`src/rtl/mux_rr_arb_pkg.sv`:
```
`default_nettype none
// ============================================================================
// Module      : mux_rr_arb_pkg
// Description : Shared constants and helpers for the registered N-channel
//               mux / round-robin arbiter.
// Revision    : 1.0 - initial release
// ============================================================================
package mux_rr_arb_pkg;

  localparam logic MODE_SEL = 1'b0;
  localparam logic MODE_RR  = 1'b1;

  // Wrap-around increment of a channel index: the last channel wraps to 0.
  function automatic int next_ptr(input int idx, input int ch);
    return (idx == ch - 1) ? 0 : idx + 1;
  endfunction

endpackage : mux_rr_arb_pkg
`default_nettype wire

```
`src/rtl/mux_rr_arb_rr_pick.sv`:
```
`default_nettype none
// ============================================================================
// Module      : rr_pick
// Description : Combinational rotating-priority search. Finds the first set
//               request starting at ptr and wrapping past CH-1 back to 0.
// Revision    : 1.0 - initial release
// ============================================================================
module rr_pick #(
  parameter int CH   = 4,
  parameter int SELW = $clog2(CH)
) (
  input  logic [CH-1:0]   req,
  input  logic [SELW-1:0] ptr,
  output logic [SELW-1:0] gnt_idx,
  output logic            gnt_any
);

  // Doubling the request vector turns the wrap-around search into a plain
  // shift followed by a lowest-bit-first priority encoder.
  logic [2*CH-1:0] w_dbl;
  logic [CH-1:0]   w_rot;

  assign w_dbl = {req, req};
  assign w_rot = CH'(w_dbl >> ptr);

  // Priority encode the rotated vector; descending loop lets the lowest
  // offset from ptr win, then the offset is mapped back to a channel index.
  always_comb begin
    gnt_any = 1'b0;
    gnt_idx = '0;
    for (int i = CH - 1; i >= 0; i--) begin
      if (w_rot[i]) begin
        gnt_any = 1'b1;
        gnt_idx = (int'(ptr) + i >= CH) ? SELW'(int'(ptr) + i - CH)
                                        : SELW'(int'(ptr) + i);
      end
    end
  end

endmodule : rr_pick
`default_nettype wire

```
`src/rtl/mux_rr_arb.sv`:
```
`default_nettype none
// ============================================================================
// Module      : mux_rr_arb
// Description : Registered CH-to-1 multiplexer with valid/ready handshake.
//               Fixed-select (SEL) or round-robin (RR) channel choice; one
//               cycle latency, full throughput when the consumer is ready.
// Revision    : 1.0 - initial release
// ============================================================================
module mux_rr_arb
  import mux_rr_arb_pkg::*;
#(
  parameter int N    = 32,
  parameter int CH   = 4,
  parameter int SELW = $clog2(CH)
) (
  input  logic            clk,
  input  logic            rst,
  input  logic            mode,
  input  logic [SELW-1:0] sel,
  input  logic [CH*N-1:0] di,
  input  logic [CH-1:0]   di_valid,
  output logic [CH-1:0]   di_ready,
  output logic [N-1:0]    dout,
  output logic            dout_valid,
  input  logic            dout_ready,
  output logic [SELW-1:0] dout_ch
);

  logic [N-1:0]    r_dout;
  logic            r_dout_valid;
  logic [SELW-1:0] r_dout_ch;
  logic [SELW-1:0] r_rr_ptr;
  logic            r_armed;     // low from reset until the first edge after it

  logic [SELW-1:0] w_rr_idx;
  logic            w_rr_any;
  logic            w_sel_any;
  logic [SELW-1:0] w_g;
  logic            w_gnt_any;
  logic            w_load;
  logic            w_xfer;

  rr_pick #(
    .CH   (CH),
    .SELW (SELW)
  ) u_rr_pick (
    .req     (di_valid),
    .ptr     (r_rr_ptr),
    .gnt_idx (w_rr_idx),
    .gnt_any (w_rr_any)
  );

  // SEL-mode grant exists only when sel names a real channel that is valid;
  // an out-of-range sel simply matches nothing.
  always_comb begin
    w_sel_any = 1'b0;
    for (int k = 0; k < CH; k++) begin
      if ((sel == SELW'(k)) && di_valid[k]) w_sel_any = 1'b1;
    end
  end

  assign w_g       = (mode == MODE_RR) ? w_rr_idx : sel;
  assign w_gnt_any = (mode == MODE_RR) ? w_rr_any : w_sel_any;
  assign w_load    = !r_dout_valid || dout_ready;
  // A grant implies di_valid[w_g], so a granted ready is always a transfer.
  assign w_xfer    = r_armed && w_load && w_gnt_any;

  for (genvar k = 0; k < CH; k++) begin : g_ready
    assign di_ready[k] = w_xfer && (w_g == SELW'(k));
  end

  // Output register, source index, round-robin pointer and post-reset arm flag.
  always_ff @(posedge clk or posedge rst) begin
    if (rst) begin
      r_dout       <= '0;
      r_dout_valid <= 1'b0;
      r_dout_ch    <= '0;
      r_rr_ptr     <= '0;
      r_armed      <= 1'b0;
    end else begin
      r_armed <= 1'b1;
      if (w_xfer) begin
        r_dout       <= di[w_g*N +: N];
        r_dout_ch    <= w_g;
        r_dout_valid <= 1'b1;
        if (mode == MODE_RR) r_rr_ptr <= SELW'(next_ptr(int'(w_g), CH));
      end else if (w_load) begin
        r_dout_valid <= 1'b0;
      end
    end
  end

  assign dout       = r_dout;
  assign dout_valid = r_dout_valid;
  assign dout_ch    = r_dout_ch;

endmodule : mux_rr_arb
`default_nettype wire

```
`config.mk`:
```
export PLATFORM = sky130hd
export DESIGN_NAME = mux_rr_arb
export DESIGN_NICKNAME = d
export VERILOG_FILES = /design/src/rtl/mux_rr_arb_pkg.sv /design/src/rtl/mux_rr_arb_rr_pick.sv /design/src/rtl/mux_rr_arb.sv
export SDC_FILE = /design/constraint.sdc
export NUM_CORES = 1
export LEC_CHECK = 0
export CAP_MARGIN = 20
export CORE_ASPECT_RATIO = 0.8
export CORE_UTILIZATION = 33
export CTS_CLUSTER_DIAMETER = 100
export DETAILED_ROUTE_END_ITERATION = 10
export PLACE_DENSITY = 0.88
export SYNTH_ARGS = -nofsm -noshare
export SYNTH_HDL_FRONTEND = slang
export SYNTH_SLANG_ARGS = --single-unit
```
`constraint.sdc`:
```
create_clock -name clk -period 1.5 [get_ports clk]
set_input_delay 0.15 -clock clk [delete_from_list [all_inputs] [get_ports clk]]
set_output_delay 0.15 -clock clk [all_outputs]
set_load 0.02 [all_outputs]
```
==> results.sh <==
export IMPL_final_nets=572
export IMPL_via_count=2782
export IMPL_maxCapViolations=0
export IMPL_design_core_area_um2=7567
export IMPL_async_flop_share_pct=100.0
export IMPL_critical_path_cell_chain="buf_6 -> a211o_1 -> a21oi_4 -> o22ai_4 -> buf_12 -> buf_12 -> buf_16 -> mux2i_2 -> o221ai_2"
export IMPL_synthDistinctLibCells=33
export IMPL_cpMaxStageDelayCell="dfrtp_1"
export IMPL_cts_buffer_depth=2
export IMPL_ant_nets=0
export IMPL_antenna_found_initial=0
export IMPL_max_freq_mhz=490.9
export IMPL_die_w_um=101.7
export IMPL_synth_top_area_share_pct=36.21
export IMPL_synth_area_um2=2626
export IMPL_yosys_area_top_type="dfrtp_1"
export IMPL_critPathArrivalTime_ps=2190
export IMPL_ys_warnings_count=0
export IMPL_grt_pass1_wl_um=14150
export IMPL_cts_root_buffer="clkbuf_8"
export IMPL_rrSetupSlack_ps=-540
export IMPL_worstSetupPathType="reg2reg"
export IMPL_final_cell_area_um2=5345
export IMPL_n_antenna_cell=0
export IMPL_drt_iter0_markers=38
export IMPL_grt_pass1_vias=2985
export IMPL_cts_buffers=5
export IMPL_setup_slack_ps=-537.0
export IMPL_rows=28
export IMPL_rsz0062_at_grt="yes"
export IMPL_required_ps=1650
export IMPL_synthToLayoutAreaGrowth_pct=103.5
export IMPL_cts_tree="yes"
export IMPL_vias_per_cell=5.161
export IMPL_drt_wl_total_um=9663
export IMPL_fin_tns_setup_ps=-17160
export IMPL_violations="negative setup slack"
export IMPL_clock_sinks=38
export IMPL_cp_end_kind="register"
export IMPL_ys_seq_elements=38
export IMPL_gp_congestion=0.8345
export IMPL_ys_seq_area_share_pct=36.21
export IMPL_syn_avg_cell_area_um2=11.57
export IMPL_synth_edff_count=0
export IMPL_clk_latency_ps=280
export IMPL_leakagePower_nw=2.134
export IMPL_synthCells=227
export IMPL_use_met2_pct=45.61
export IMPL_critical_path_max_fanout=7
export IMPL_htree_levels=2
export IMPL_use_met3_pct=6.043
export IMPL_hold_viol_final=0
export IMPL_placed_area_um2=4644
export IMPL_drv_slew=0
export IMPL_dp_worst_setup_slack_ps=-1054
export IMPL_wl_per_cell_um=17.93
export IMPL_place_inst=520
export IMPL_synth_fp_nets=365
export IMPL_die_h_um=81.79
export IMPL_cp_start_kind="register"
export IMPL_initial_core_util_pct=34.71
export IMPL_final_common_cell="clkdlybuf4s50_1"
export IMPL_synth_ff_type="dfrtp_1"
export IMPL_final_cell_mix="clkdlybuf4s50_1, nand2_1, dfrtp_1, o221ai_2, mux2i_1"
export IMPL_vdd_drop_max_mv=0.5529
export IMPL_dieArea_um2=8321
export IMPL_drc_errors=0
export IMPL_grt_usage_pct=22.55
export IMPL_overflow=0
export IMPL_status="complete, but fails checks"
export IMPL_hp_class="in2async"
export IMPL_finalSetupViolations=39
export IMPL_grt_util_met1_pct=22.32
export IMPL_ios=177
export IMPL_finalClockSkew_ps=4.461
export IMPL_grt_busiest_layer="met2"
export IMPL_cp_common_cell="buf_12"
export IMPL_min_period_over_period_pct=135.8
export IMPL_yosys_top_cells_area="dfrtp_1, mux2i_1, o221ai_2"
export IMPL_fin_util_pct=70.63
export IMPL_drive_gt1_share_pct=32.72
export IMPL_drtPass1Iterations=4
export IMPL_final_cells=539
export IMPL_clk_pin_slew_worst_paths_ps=70
export IMPL_cpPeakStageDelay_ps=390
export IMPL_p_per_area_nw_per_um2=1079
export IMPL_dp_hpwl_um=6735
export IMPL_hold_buffers=0
export IMPL_port_buffers=176
export IMPL_grt_max_degree=26
export IMPL_fin_crit_ps=2037
-- critical path, delay by kind of cell, from the launching register on --
kind,cells,cell delay (ps)
flip-flops,1,390
AO/OA/AOI/OAI,4,710
multiplexers,1,220
buffers and inverters,4,590
-- logic make-up (layout without fill, tap and decap cells) --
| family | after synthesis | after routing | synth area share [%] |
|---|---|---|---|
| compound gates | 46 | 46 | 21.58 |
| mux | 66 | 66 | 25.68 |
| flops | 38 | 38 | 36.21 |
| other cells | 1 | 1 | 0.1428 |
| xor+xnor | 1 | 1 | 0.3336 |
| simple gates | 51 | 51 | 8.385 |
| buf+inv | 24 | 231 | 7.670 |
-- state kept, by name (all words and copies together), names as in the netlist --
register / flops
r_armed: 1
dout_ch: 2
r_rr_ptr: 2
dout_valid: 1
dout: 32
-- cell type report --
type / count / area [µm²]
multi-input cells: 165 / 1852
flip-flops and latches: 38 / 952.2
fillers: 564 / 2222
inverters: 4 / 15.01
clock buffers: 7 / 76.32
repair buffers: 220 / 2318
well taps: 105 / 131.4
-- final timing paths --
kind / startpoint / endpoint / cells after the start
min in group clk: dout_ch[0] / dout_ch[0] / 2
worst min register to register: dout_ch[0] / dout_ch[0] / 2
max in group asynchronous: rst / dout_valid / 3
worst max register to register: r_rr_ptr[1] / dout[14] / 9
worst max-delay path: r_rr_ptr[1] / dout[14] / 9
worst min-delay path: rst / dout[22] / 3
-- repair_timing --
item / CTS / global route
resized for setup: 108 / 39
cloned: 3 / 0
pin swaps: 21 / 16
buffers inserted: 7 / 2
endpoints found under the setup margin: 41 / 40
-- metrics by stage --
stage / hold WS [ps] / total power [W]
finish: 208.7 / 0.005769
global route: 239.0 / 0.006059
CTS: 202.5 / 0.005581
detailed placement: 476.8 / 0.004473
global placement: 467.8 / 0.004389
floorplan: 342.3 / 0.003167
-- synthesized netlist by cell type (2+ instances only) --
| cell | count |
|---|---|
| nor2_1 | 3 |
| mux2i_1 | 64 |
| clkbuf_4 | 2 |
| nor2b_1 | 3 |
| o21ai_1 | 3 |
| nand2b_1 | 4 |
| clkbuf_1 | 2 |
| buf_2 | 2 |
| buf_12 | 3 |
| o221ai_2 | 29 |
| o221ai_1 | 4 |
| a21oi_1 | 2 |
| nand2_1 | 37 |
| buf_4 | 8 |
| dfrtp_1 | 38 |
| inv_1 | 4 |
| buf_6 | 3 |
-- where the power goes --
part / switching [W] / internal (W) / total (W)
logic: 0.00159 / 0.00201 / 0.00359
registers: 0.000190 / 0.00134 / 0.00153
clock network: 0.000323 / 0.000320 / 0.000643
-- per-layer routing --
metal | wire, µm | part of all wire [%]
met2 | 5255 | 54
met5 | 0 | 0
met1 | 3339 | 35
met3 | 795 | 8.2
met4 | 272 | 2.8
Note: power is estimated with default switching activity, not from simulation.
